$ cat config.mk
export PLATFORM = sky130hd
export DESIGN_NAME = fp8_to_fixed
export DESIGN_NICKNAME = d
export VERILOG_FILES = /design/src/rtl/fp8_to_fixed.sv
export SDC_FILE = /design/constraint.sdc
export NUM_CORES = 1
export LEC_CHECK = 0
export ABC_CLOCK_PERIOD_IN_PS = 4100
export CAP_MARGIN = 20
export CORE_ASPECT_RATIO = 0.5
export CORE_MARGIN = 2
export CORE_UTILIZATION = 50
export CTS_CLUSTER_DIAMETER = 40
export DETAILED_ROUTE_END_ITERATION = 6
export GPL_TIMING_DRIVEN = 0
export PLACE_DENSITY = 0.78
export SYNTH_ARGS = -nofsm -noshare
export SYNTH_HDL_FRONTEND = slang
export SYNTH_SLANG_ARGS = --single-unit
$ cat constraint.sdc
create_clock -name clk -period 4.1 [get_ports clk]
set_clock_uncertainty 0.2 [all_clocks]
set_input_delay 0.82 -clock clk [delete_from_list [all_inputs] [get_ports clk]]
set_output_delay 0.82 -clock clk [all_outputs]
set_load 0.01 [all_outputs]
$ cat src/rtl/fp8_to_fixed.sv
// fp8_to_fixed: 2-stage elastic FP8 to signed fixed-point converter
module fp8_to_fixed #(
  parameter int FRAC_W = 7,
  localparam int OUT_W = FRAC_W + 6
) (
  input  logic             clk,
  input  logic             rst_n,
  input  logic             in_valid,
  output logic             in_ready,
  input  logic [7:0]       in_fp8,
  output logic             out_valid,
  input  logic             out_ready,
  output logic [OUT_W-1:0] out_data,
  output logic             out_zero,
  output logic             out_inexact,
  output logic [15:0]      conv_count
);
  localparam int SH = 7 - FRAC_W;
  logic s1_valid, s1_sign, s1_zero, s2_load;
  logic [11:0] s1_mag;
  logic [OUT_W-1:0] t_mag;
  assign s2_load = s1_valid && (!out_valid || out_ready);
  assign in_ready = !s1_valid || s2_load;
  assign t_mag = OUT_W'(s1_mag >> SH);
  // S1: capture sign, zero flag and full 12-bit magnitude in units of 2^-7
  always_ff @(posedge clk or negedge rst_n)
    if (!rst_n) begin
      s1_valid <= 1'b0;
      s1_sign <= 1'b0;
      s1_zero <= 1'b0;
      s1_mag <= '0;
    end else if (in_ready) begin
      s1_valid <= in_valid;
      if (in_valid) begin
        s1_sign <= in_fp8[7];
        s1_zero <= in_fp8[6:0] == 7'd0;
        s1_mag <= in_fp8[6:0] == 7'd0 ? 12'd0 : {7'd0, 1'b1, in_fp8[3:0]} << in_fp8[6:4];
      end
    end
  // S2: truncate to FRAC_W, apply sign, hold while the consumer stalls
  always_ff @(posedge clk or negedge rst_n)
    if (!rst_n) begin
      out_valid <= 1'b0;
      out_data <= '0;
      out_zero <= 1'b0;
      out_inexact <= 1'b0;
    end else if (s2_load) begin
      out_valid <= 1'b1;
      out_data <= s1_sign ? -t_mag : t_mag;
      out_zero <= s1_zero;
      out_inexact <= |(s1_mag & ((12'd1 << SH) - 12'd1));
    end else if (out_ready) out_valid <= 1'b0;
  // Count delivered results, wrapping at 2^16
  always_ff @(posedge clk or negedge rst_n)
    if (!rst_n) conv_count <= '0;
    else if (out_valid && out_ready) conv_count <= conv_count + 16'd1;
endmodule

After elaboration in Yosys (flattened, before gate mapping)
Cells that the tools add are included.
{"block": "totals", "reg_bits": 46, "in_bits": 12, "output_inout_bits": 33, "elab_cells": 24}
{"block": "classes", "n_addsub": 2, "shift": 1, "n_mux": 4, "n_reduce_logical": 9}
{"cell": "16-bit by 1-bit adder with 16-bit output (second input constant)", "count": 1}
{"cell": "13-bit two-way mux", "count": 1}
{"cell": "12-bit negation with 13-bit output", "count": 1}
{"cell": "12-bit two-way mux", "count": 1}
{"cell": "5-bit by 3-bit << shifter with 12-bit output", "count": 1}
{"cell": "7-bit zero test", "count": 1}
{"cell": "1-bit logical AND", "count": 2}
{"cell": "1-bit zero test", "count": 2}
{"cell": "1-bit logical OR", "count": 2}
{"cell": "1-bit two-way mux", "count": 2}
{"cell": "2-bit AND reduction", "count": 1}
{"cell": "2-bit nonzero test", "count": 1}

Longest topological paths before layout
Gate-level depths: netlist (run 1).
{"block": "logic_depth", "ltp_word": 5, "ltp_mapped": 6, "mapped_depth_nobuf": 6}

Least setup slack after synthesis (run 1)
OpenSTA, ideal clock, no wires.
{"block": "synth_timing", "path_type": "in2out", "startpoint": "input out_ready", "endpoint": "output in_ready", "arrival_ps": 1034, "required_ps": 3080, "slack_ps": 2046, "cell_stages": 1, "n_path_buf": 0, "cell_sequence": "nand3b_1"}
{"block": "synth_between", "elab_chain_len": 3}
{"item": "from (decl)", "line": "12", "rtl": "input logic out_ready,"}
{"item": "1-bit logical OR", "line": "22", "rtl": "assign s2_load = s1_valid && (!out_valid || out_ready);"}
{"item": "1-bit logical AND", "line": "22"}
{"item": "1-bit logical OR", "line": "23", "rtl": "assign in_ready = !s1_valid || s2_load;"}
{"item": "to (decl)", "line": "9", "rtl": "output logic in_ready,"}
Every way passes these cells.

Final worst setup path (run 1)
Same ends and word-level chain as after synthesis.

==> flow_summary.yaml, run 1 <==
final_layout:
  syn_to_final_growth_pct: 28.35
  final_util: 0.6566
  design_area_um2: 2849
  drive_above_1_share: 0.09057
  layout_common_cells: "dfrtp_1 (46), clkdlybuf4s50_1 (42), nand2_1 (35)"
  n_antenna_cell: 0
  finalNetCount: 279
  layout_commonest_cell: "dfrtp_1"
global_route:
  grt_pass1_vias: 1645
  grt_start_max_net_pins: 32
  grtUsageTotal: 0.1908
  antenna_found_initial: 0
  grt_pass1_wl_mm: 7.631
  overflow: 0
route:
  ant_nets: 0
  num_vias: 1712
  wirelength_mm: 4.384
  avgViaCountPerCell: 5.317
  drc: 0
  first_iter_violations: 68
  dr.pass1.iters: 4
  wl_per_cell_um: 13.61
worst_setup_path:
  crit_type: "in -> out"
  worst_setup_path_start_kind: "primary input"
  cp_data_arrival_time_ns: 2.09
  cp_max_fo: 5
  cp-end-kind: "primary output"
  worstPathRequired_ns: 3.08
die:
  initial_core_util: 0.5115
  core-area_um2: 4339
  fp-row-count: 17
  die_height_um: 51.12
  fp.dieW_um: 98.23
  die-area_um2: 5021
  io_pins: 45
cts:
  cts_root_buf: "clkbuf_8"
  cts_tree: "done"
  htreeDepth: 2
  clk-insertion-delay-late_ns: 0.30
  post_cts_buffers: 0
  cts_num_sinks: 46
  holdBufCountCts: 0
  numCtsBuffers: 5
  cts_repair_resize_count: 0
  clk_pin_slew_ns: 0.08
  cts_buffer_depth: 2
placed_design:
  gp_congestion: 0.8386
  place_area_um2: 2736
  hpwl_mm: 3.291
  portBuffers: 43
timing:
  hold_slack_ns: 0.2290
  rsz0062_at_grt: "no"
  fin_crit_ns: 3.112
  fin_tns_setup_ns: 0
  hold_violations: 0
  setup_viol: 0
  achievable-frequency_ghz: 0.3214
  slew_viol_final: 0
  fin_crit_sh: 0.7589
synth:
  synth.area.top_cells: "dfrtp_1 (52%), nand2_1 (5.9%), o21ai_0 (5.4%)"
  synth_top_area_frac: 0.5186
  synth_area_leader_cell: "dfrtp_1"
  synth_cell_type_count: 38
  yosysSeqAreaShare: 0.5186
  syn_inst: 214
  synth-seq-cells: 46
  postSynthAreaPerCell_um2: 10.37
  synthArstFlopShare: 1.000
  synthesis.area_um2: 2220
  yosys_warnings: 0
  synth_edf_count: 0
  synth_ff_type: "dfrtp_1"
  syn-num-nets: 228
run_status:
  status: "finished clean"
power_and_ir_drop:
  leakagePower_nw: 1.238
  power_density_nw_per_um2: 476.0
  irDropWorstVdd_mv: 0.1435
worst_hold_path:
  min_path_type: "in -> async"
flow_run:
  drv_cap: 0
## sequential cells by signal, summed over array words and instances (netlist names)
| name | count |
|---|---|
| out_valid | 1 |
| out_zero | 1 |
| conv_count | 16 |
| s1_sign | 1 |
| s1_mag | 12 |
| s1_valid | 1 |
| s1_zero | 1 |
| out_data | 13 |
## synthesized netlist by cell type (2+ instances only)
cell type   n
mux2i_1     6
nor3b_1     2
nand3_1     5
nor2b_1     3
buf_2       3
nor3_1      2
and3_1      2
ha_1        2
dfrtp_1    46
o41ai_1     2
nor2_1     10
o31ai_1     2
xor2_1     12
a22o_1      2
nand3b_1    2
nand2_1    35
inv_1       3
nand2b_1    3
clkbuf_1    5
mux2_2      3
xnor2_1    13
a31oi_1     2
a21oi_1     4
nand4_1     6
o41ai_2     2
o21ai_0    24
or3_4       2
## final cells by class
| cell class | instances | area (um^2) |
|---|---|---|
| inverters | 3 | 11.26 |
| plain buffers | 9 | 41.29 |
| multi-input cells | 156 | 1016 |
| clock inverters | 1 | 30.03 |
| repair buffers | 44 | 445.4 |
| fillers | 346 | 1490 |
| well taps | 57 | 71.32 |
| clock buffers | 6 | 82.58 |
| flip-flops and latches | 46 | 1151 |
## per-stage QoR
| stage | cells | power [W] | setup WS [ns] |
|---|---|---|---|
| 4_1_cts | 322 | 0.001370 | 0.9862 |
| 5_1_grt | 322 | 0.001437 | 0.9176 |
| 3_3_place_gp | 314 | 0.001004 | 0.8488 |
| 6_report | 322 | 0.001356 | 0.9884 |
| 3_5_place_dp | 315 | 0.001025 | 0.9927 |
| 2_1_floorplan | 214 | 0.0008175 | 2.046 |
## path summary, 6_finish.rpt
check,from,end,slack (ns),cells past startpoint
worst max-delay path,out_ready,in_ready,0.99,3
worst min-delay path,rst_n,out_zero,0.23,1
worst max register to register,s1_mag[0],out_data[10],2.09,6
worst min register to register,out_data[7],out_data[7],0.28,2
max in group asynchronous,rst_n,out_data[7],2.99,2
min in group clk,out_data[7],out_data[7],0.28,2
## where the power goes
| group | internal, W | switching (W) |
|---|---|---|
| Clock | 0.000195 | 0.000147 |
| Sequential | 0.000535 | 0.0000840 |
| Combinational | 0.000218 | 0.000177 |
| Total | 0.000949 | 0.000408 |
## logic make-up (layout without fill, tap and decap cells)
group                      after synthesis  after routing  share of synthesized area
and+or+nand+nor                         75             75                     0.1669
xor gates and xnor gates                25             25                    0.09865
muxes                                    9              9                    0.04228
adders and majority gates                2              2                    0.01127
AOI/OAI and AO/OA                       44             44                     0.1370
other                                    1              1                   0.001689
buffers and inverters                   12             63                    0.02368
DFF                                     46             46                     0.5186
## metal layers
| layer | track usage | share of wire |
|---|---|---|
| met5 | 0 | 0 |
| met4 | 0.05479 | 0.0041 |
| met3 | 0.03830 | 0.043 |
| met2 | 0.3356 | 0.48 |
| met1 | 0.2451 | 0.47 |
## worst max-delay path, cell delays in order
cell             delay [ns]
clkdlybuf4s50_1        0.54
nand3b_1               0.17
clkdlybuf4s50_1        0.55
Note: power is estimated with default switching activity, not from simulation.
==> run 2: changes to the inputs <==
--- a/config.mk
+++ b/config.mk
@@ -5,7 +5,7 @@
 export SDC_FILE = /design/constraint.sdc
 export NUM_CORES = 1
 export LEC_CHECK = 0
-export ABC_CLOCK_PERIOD_IN_PS = 4100
+export ABC_CLOCK_PERIOD_IN_PS = 3000
 export CAP_MARGIN = 20
 export CORE_ASPECT_RATIO = 0.5
 export CORE_MARGIN = 2
==> constraint.sdc (replaced) <==
create_clock -name clk -period 3 [get_ports clk]
set_clock_uncertainty 0.2 [all_clocks]
set_input_delay 0.6 -clock clk [delete_from_list [all_inputs] [get_ports clk]]
set_output_delay 0.6 -clock clk [all_outputs]
set_load 0.01 [all_outputs]
==> results of run 2 <==
The final DEF is identical to that of run 1. Status: finished clean.
Among the figures that moved: setup slack after placement 0.9927 ns -> 0.3327 ns; setup slack after layout 0.9884 ns -> 0.3284 ns; hold slack 0.2290 ns -> 0.009034 ns; register-to-register setup slack 2.09 ns -> 0.99 ns; total power 0.001356 W -> 0.001853 W; worst IR drop on VDD 0.1435 mV -> 0.1961 mV
